===== config.mk =====
export PLATFORM = sky130hd
export DESIGN_NAME = genie_split
export DESIGN_NICKNAME = d
export VERILOG_FILES = /design/src/rtl/genie_split.sv
export SDC_FILE = /design/constraint.sdc
export NUM_CORES = 1
export LEC_CHECK = 0
export ABC_AREA = 1
export CORE_AREA = 5 5 42 44
export CTS_BUF_LIST = sky130_fd_sc_hd__clkbuf_4
export CTS_CLUSTER_DIAMETER = 150
export CTS_CLUSTER_SIZE = 16
export DETAILED_ROUTE_END_ITERATION = 12
export DIE_AREA = 0 0 47 49
export SYNTH_ARGS = -nofsm -noshare
export SYNTH_HDL_FRONTEND = slang
export SYNTH_SLANG_ARGS = --single-unit

===== constraint.sdc =====
create_clock -name clk -period 1.25 [get_ports clk]
set_input_delay 0.375 -clock clk [delete_from_list [all_inputs] [get_ports clk]]
set_output_delay 0.375 -clock clk [all_outputs]
set_load 0.02 [all_outputs]

===== src/rtl/genie_split.sv =====
// genie_split: fans one valid/ready/eop beat out to every output in its destination mask.
// Latency: zero (outputs are combinational); outputs that already took the beat are not re-offered it.
// Backpressure: input is released only once every targeted output has accepted. Option: GENIE_SPLIT_PKT_LOCK_EN.
module genie_split #(
  parameter int NO    = 2,
  parameter int WIDTH = 1
) (
  input  logic                                 clk,
  input  logic                                 reset,
  input  logic [((WIDTH > 0) ? WIDTH : 1)-1:0] i_data,
  input  logic                                 i_valid,
  output logic                                 o_ready,
  input  logic                                 i_eop,
  input  logic [NO-1:0]                        i_mask,
  output logic [NO-1:0]                        o_valid,
  output logic [NO*((WIDTH > 0) ? WIDTH : 1)-1:0] o_data,
  output logic [NO-1:0]                        o_eop,
  input  logic [NO-1:0]                        i_ready
);

  // Outputs that have already accepted the beat currently on the input.
  logic [NO-1:0] sent_q;
  logic [NO-1:0] sent_d;
  logic [NO-1:0] eff_mask;
  logic [NO-1:0] take;
  logic [NO-1:0] done;
  logic          consume;

`ifdef GENIE_SPLIT_PKT_LOCK_EN
  // The destination of a packet is fixed by its first beat.
  logic          locked_q;
  logic          locked_d;
  logic [NO-1:0] mask_q;
  logic [NO-1:0] mask_d;

  assign eff_mask = locked_q ? mask_q : i_mask;

  // Capture the mask on the first consumed beat; unlock on a consumed eop beat.
  always_comb begin
    locked_d = locked_q;
    mask_d   = mask_q;
    if (consume) begin
      if (!locked_q) begin
        mask_d = i_mask;
      end
      locked_d = !i_eop;
    end
  end

  // Lock state registers; reset returns to the unlocked idle state.
  always_ff @(posedge clk) begin
    if (reset) begin
      locked_q <= 1'b0;
      mask_q   <= '0;
    end else begin
      locked_q <= locked_d;
      mask_q   <= mask_d;
    end
  end
`else
  assign eff_mask = i_mask;
`endif

  // Offer the beat to targeted outputs that have not taken it yet; o_valid never depends on i_ready.
  always_comb begin
    o_valid = {NO{i_valid & ~reset}} & eff_mask & ~sent_q;
    take    = o_valid & i_ready;
    done    = ~eff_mask | sent_q | take;
    o_ready = ~reset & (&done);
    o_eop   = {NO{i_eop}};
    consume = i_valid & o_ready;
  end

  // Every output sees the same data; with no data path the bus is tied off.
  if (WIDTH > 0) begin : g_data
    assign o_data = {NO{i_data}};
  end else begin : g_nodata
    assign o_data = '0;
  end

  // Accumulate acceptances within a beat and clear once the beat is consumed.
  always_comb begin
    sent_d = sent_q;
    if (consume) begin
      sent_d = '0;
    end else if (i_valid) begin
      sent_d = sent_q | take;
    end
  end

  // Reset abandons partial progress so the beat is re-offered in full.
  always_ff @(posedge clk) begin
    if (reset) begin
      sent_q <= '0;
    end else begin
      sent_q <= sent_d;
    end
  end

endmodule


==> flow_summary.ini, run 1 <==
[run_status]
failed_checks = negative setup slack
status = finished, violations left

[sta]
timing.slew.headroom_pct = 89.4
drv_slew = 0
setup_viol = 3
fmax_mhz = 733
period_share_pct = 109
finalHoldViolations = 0
grt_setup_unrepaired = true
skew_ns = 0.000991
setup_ws_ns = -0.115
fin_tns_setup_ns = -0.324
layout_min_cycle_time_ns = 1.37
tightestPinTransition_ns = 0.158

[floorplan]
ios = 16
core-area_sq_mm = 0.00140
rows = 14
initial_core_util_pct = 12.6
die_w_microns = 47
die-area_sq_mm = 0.00230
die_y_microns = 49

[final_layout]
largest_registers = sent_q: 2 flops
final_area_sq_um = 353
drive_gt1_share_pct = 87.5
fin_cells = 56
num-fill-cells = 168
largest_register = sent_q
final_nets = 51
insertedDiodeCount = 0
synthToLayoutAreaGrowth_pct = 100
largest_reg_flops = 2

[clock_tree]
cts.clk_slew.worst_paths_ns = 0.03
htreeDepth = 1
cts_made_buffers = 3
clockBufferDepth = 2
clk_latency_ns = 0.22
clockRootBuffer = clkbuf_4
cts.sinks = 2
cts_tree = yes

[synth]
synth_fp_nets = 35
ys_ff_latch = 2
syn_avg_cell_area_sq_um = 6.79
syn_inst = 26
synth_area_sq_um = 176
ys_warn_count = 0
synth.distinct_cells = 11
seq_area_frac_synth_pct = 22.7

[worst_setup_path]
arrival_ns = 0.99
crit_family = flip-flops
crit_path_end_kind = primary output
path_cells = buf_6, nor3_4, buf_6
r2r-start = sent_q[0]
crit_required_ns = 0.88
crit_start = sent_q[1]
r2r_end = sent_q[0]
r2r_cells = 6
crit_path_start_kind = flop
r2r_slack_ns = 0.28
path_common_cell = buf_6
critical_path_buf_inv_count = 2
cpPeakStageDelay_ns = 0.32
critPathMaxFanout = 2
cp.depth = 3
endpoint = o_valid[1]
slowest_stage = dfxtp_2
critPathKind = flop to primary output

[flow_run]
max_cap_viol_count = 0

[placed_design]
portBuffers = 9
place_ws_ns = -1.05
placed_cell_area_sq_um = 302
gp_congestion = 0.661
dp_hpwl_microns = 381
place_inst = 52

[grt]
first_global_vias = 217
grt_usage_pct = 5.41
grt_pass1_wl_microns = 807
antenna_found_initial = 0
overflow = 0
grt_max_degree = 5

[detailed_routing]
routed_wl_microns = 475
antenna_left = 0
wl_per_cell_microns = 8.48
drcViolationCount = 0
viasPerCell = 3.70
drtPass1Iterations = 1
vias = 207
drtIter0Drc = 0

[min_path]
min_path_type = input pin to flop

[power]
leakage_nw = 0.168
powerDensity_mw_per_mm2 = 849
vdd_drop_max_mv = 0.214
==> routing by layer <==
metal  routed length [microns]  vias to the layer above  share of wire (%)  GRT usage, %
met5                         0                        -                  0             0
met4                         0                        0                  0          5.99
met3                        51                        0                 11          4.80
met2                       289                        5                 61          7.01
met1                       133                       99                 28          4.37
li1                          -                      103                  -             -
==> worst register-to-register path: cells and delay by family, from the launching register on <==
family	cells	cell delay (ns)
flip-flops	1	0.36
AND/OR/NAND/NOR	3	0.18
AO/OA/AOI/OAI	2	0.18
buffers and inverters	1	0.14
==> area by class of cell <==
class	instances	area, sq um	area share (%)
sequential	2	42.5	12.1
timing repair buffer	15	123	34.8
multi-input combinational	14	120	34.0
tap	16	20.0	5.67
clock buffer	3	22.5	6.38
inverter	6	25.0	7.09
==> logic make-up (layout without fill, tap and decap cells) <==
kind of cell,Yosys count,after routing,synth area share (%)
AOI/OAI and AO/OA,5,5,19.9
buffers and inverters,10,24,29.8
DFF,2,2,22.7
and+or+nand+nor,9,9,27.7
==> cells in the mapped netlist <==
cell      n  share of area [%]
inv_1     6                 13
nor2_1    5                 11
buf_4     4                 17
a21oi_1   2                5.7
dfxtp_1   2                 23
nor3_2    2                 11
nand2_1   1                2.1
nand2_2   1                3.5
o21ai_1   1                2.8
o21ai_2   1                5.0
o21bai_2  1                6.4
==> worst min path at each step <==
stage / to / slack [ns] / cells after the start / startpoint
floorplan: sent_q[0] / 0.49 / 2 / sent_q[0]
global placement: sent_q[0] / 0.52 / 2 / sent_q[0]
detailed placement: sent_q[0] / 0.53 / 2 / sent_q[0]
CTS: sent_q[1] / 0.51 / 3 / i_ready[1]
global route: sent_q[1] / 0.44 / 3 / i_ready[1]
finish: sent_q[1] / 0.43 / 3 / i_ready[1]
==> where the power goes <==
part            total, W  switching, W  internal (W)
registers      0.0000689    0.00000219     0.0000667
clock network   0.000142     0.0000357      0.000106
logic          0.0000891     0.0000426     0.0000465
==> repair_timing <==
| action | in CTS | in global routing |
|---|---|---|
| endpoints found under the setup margin | 5 | 3 |
| cloned | 0 | 0 |
| hold buffers | 0 | 0 |
| setup buffers | 1 | 0 |
| gates resized for setup | 48 | 10 |
| pin swaps | 7 | 6 |
==> cells in the final DEF, fill, tap and decap left out <==
| cell | instances |
|---|---|
| buf_4 | 5 |
| inv_2 | 4 |
| buf_6 | 4 |
| clkbuf_4 | 3 |
| buf_2 | 3 |
| nor3_4 | 2 |
| nor2_2 | 2 |
| o21ai_2 | 2 |
| a21oi_1 | 2 |
| nor2_1 | 2 |
| clkbuf_2 | 2 |
| dfxtp_2 | 2 |
| inv_4 | 1 |
| nand2_4 | 1 |
| nand2_2 | 1 |
| nor2_4 | 1 |
| inv_1 | 1 |
| o21bai_2 | 1 |
| buf_8 | 1 |
==> through the flow <==
stage	hold WS, ns	util, %	total power [W]
after floorplan	0.494	-	0.000119
after global placement	0.519	21.5	0.000144
after detailed placement	0.531	21.5	0.000145
after CTS	0.507	25.7	0.000311
after global routing	0.437	25.2	0.000323
final	0.429	25.2	0.000300
No activity file was read; power rests on OpenSTA's default activity.
==> inputs of run 2 (changes only) <==
CTS_BUF_LIST = sky130_fd_sc_hd__clkbuf_4 sky130_fd_sc_hd__clkbuf_8 sky130_fd_sc_hd__clkbuf_16   (was sky130_fd_sc_hd__clkbuf_4)
SLEW_MARGIN = 20   (was unset)
==> results of run 2 <==
The final DEF is identical to that of run 1; final timing and power are the same.
==> inputs of run 3 (changes only) <==
CAP_MARGIN = 20   (was unset)
SETUP_SLACK_MARGIN = 0.4   (was unset)
==> flow_summary.ini, run 3 (same netlist as run 1, synthesis figures left out) <==
[worst_setup_path]
crit_path_start_kind = input pin
cpPeakStageDelay_ns = 0.14
crit_start = reset
path_cells = buf_8, inv_12, nand2_4, o21ai_2, nand2_2, nor2_4, buf_6
critPathMaxFanout = 3
r2r-start = sent_q[0]
r2r_slack_ns = 0.30
crit_path_end_kind = primary output
crit_required_ns = 0.88
critPathKind = input pin to primary output
r2r_cells = 5
slowest_stage = o21ai_2
arrival_ns = 1.01

[floorplan]
die-area_sq_mm = 0.00230
die_y_microns = 49
initial_core_util_pct = 12.6
rows = 14
core-area_sq_mm = 0.00140
die_w_microns = 47
ios = 16

[detailed_routing]
drtPass1Iterations = 1
antenna_left = 0
drcViolationCount = 0
drtIter0Drc = 0
wl_per_cell_microns = 8.43
viasPerCell = 3.52
routed_wl_microns = 472
vias = 197

[final_layout]
largest_register = sent_q
largest_reg_flops = 2
num-fill-cells = 159
fin_cells = 56
final_cell_mix = 5 x buf_2, 5 x buf_6, 4 x inv_2, 4 x buf_4, 3 x clkbuf_4
drive_gt1_share_pct = 87.5
synthToLayoutAreaGrowth_pct = 108
insertedDiodeCount = 0
largest_registers = sent_q: 2 flops
final_nets = 51

[clock_tree]
clockBufferDepth = 2
cts.clk_slew.worst_paths_ns = 0.03
cts_hold_buffers = 0
clockRootBuffer = clkbuf_4
cts.sinks = 2
cts_tree = yes
htreeDepth = 1
clk_latency_ns = 0.22
cts_made_buffers = 3

[placed_design]
place_inst = 53
gp_congestion = 0.719
portBuffers = 9
dp_hpwl_microns = 382

[sta]
setup_ws_ns = -0.132
period_share_pct = 111
layout_min_cycle_time_ns = 1.38
setup_viol = 3
grt_setup_unrepaired = true
tightestPinTransition_ns = 0.160
finalHoldViolations = 0
timing.slew.headroom_pct = 89.3
skew_ns = 0.0000146
fmax_mhz = 724
drv_slew = 0
fin_tns_setup_ns = -0.373

[grt]
antenna_found_initial = 0
grt_pass1_wl_microns = 800
grt_usage_pct = 5.41
first_global_vias = 235
grt_max_degree = 4
overflow = 0

[min_path]
min_path_cells = 3
min_path_type = input pin to flop
hold_start = i_ready[1]

[power]
leakage_nw = 0.173
vdd_drop_max_mv = 0.186
powerDensity_mw_per_mm2 = 822

[flow_run]
max_cap_viol_count = 0

[run_status]
status = finished, violations left
failed_checks = negative setup slack
run 3: worst paths after layout:
path | end
worst max-delay path | o_ready
worst max register to register | sent_q[0]
worst min register to register | sent_q[1]
worst min-delay path | sent_q[1]
run 3: power by group:
part / internal (W) / switching [W]
Clock: 0.000106 / 0.0000360
Sequential: 0.0000667 / 0.00000160
Combinational: 0.0000461 / 0.0000451
run 3: timing repair:
item,4_1_cts,5_1_grt
setup endpoints to repair,5,5
setup buffers,0,0
gates resized for setup,59,0
pin swaps,8,1
run 3: cell type report:
type	count	area, sq um	share of cell area [%]
Clock buffer	3	22.5	6.14
Inverter	6	35.0	9.56
Multi-Input combinational cell	14	120	32.8
Sequential cell	2	42.5	11.6
Tap cell	16	20.0	5.46
Timing Repair Buffer	15	126	34.5
run 3: stage by stage:
stage | total power [W] | hold slack [ns] | area (sq um) | util, % | setup WS (ns)
after floorplan | 0.000132 | 0.494 | 231 | - | 0.0152
after global placement | 0.000152 | 0.568 | 327 | 23.3 | -1.19
after detailed placement | 0.000153 | 0.578 | 327 | 23.3 | -1.19
after CTS | 0.000315 | 0.414 | 367 | 26.2 | -0.141
after global routing | 0.000321 | 0.448 | 367 | 26.2 | -0.159
final | 0.000301 | 0.420 | 367 | 26.2 | -0.132
run 3: routing by layer:
| metal | GRT usage [%] | wire length [microns] | up-vias |
|---|---|---|---|
| met1 | 3.94 | 142 | 86 |
| met4 | 6.91 | 0 | 0 |
| met2 | 7.92 | 255 | 7 |
| met5 | 0 | 0 | - |
| li1 | - | - | 104 |
| met3 | 3.32 | 75 | 0 |
run 3: critical path, delay by kind of cell:
family	cells	cell delay [ns]
buffers and inverters	3	0.27
AOI/OAI and AO/OA	1	0.14
and+or+nand+nor	3	0.22
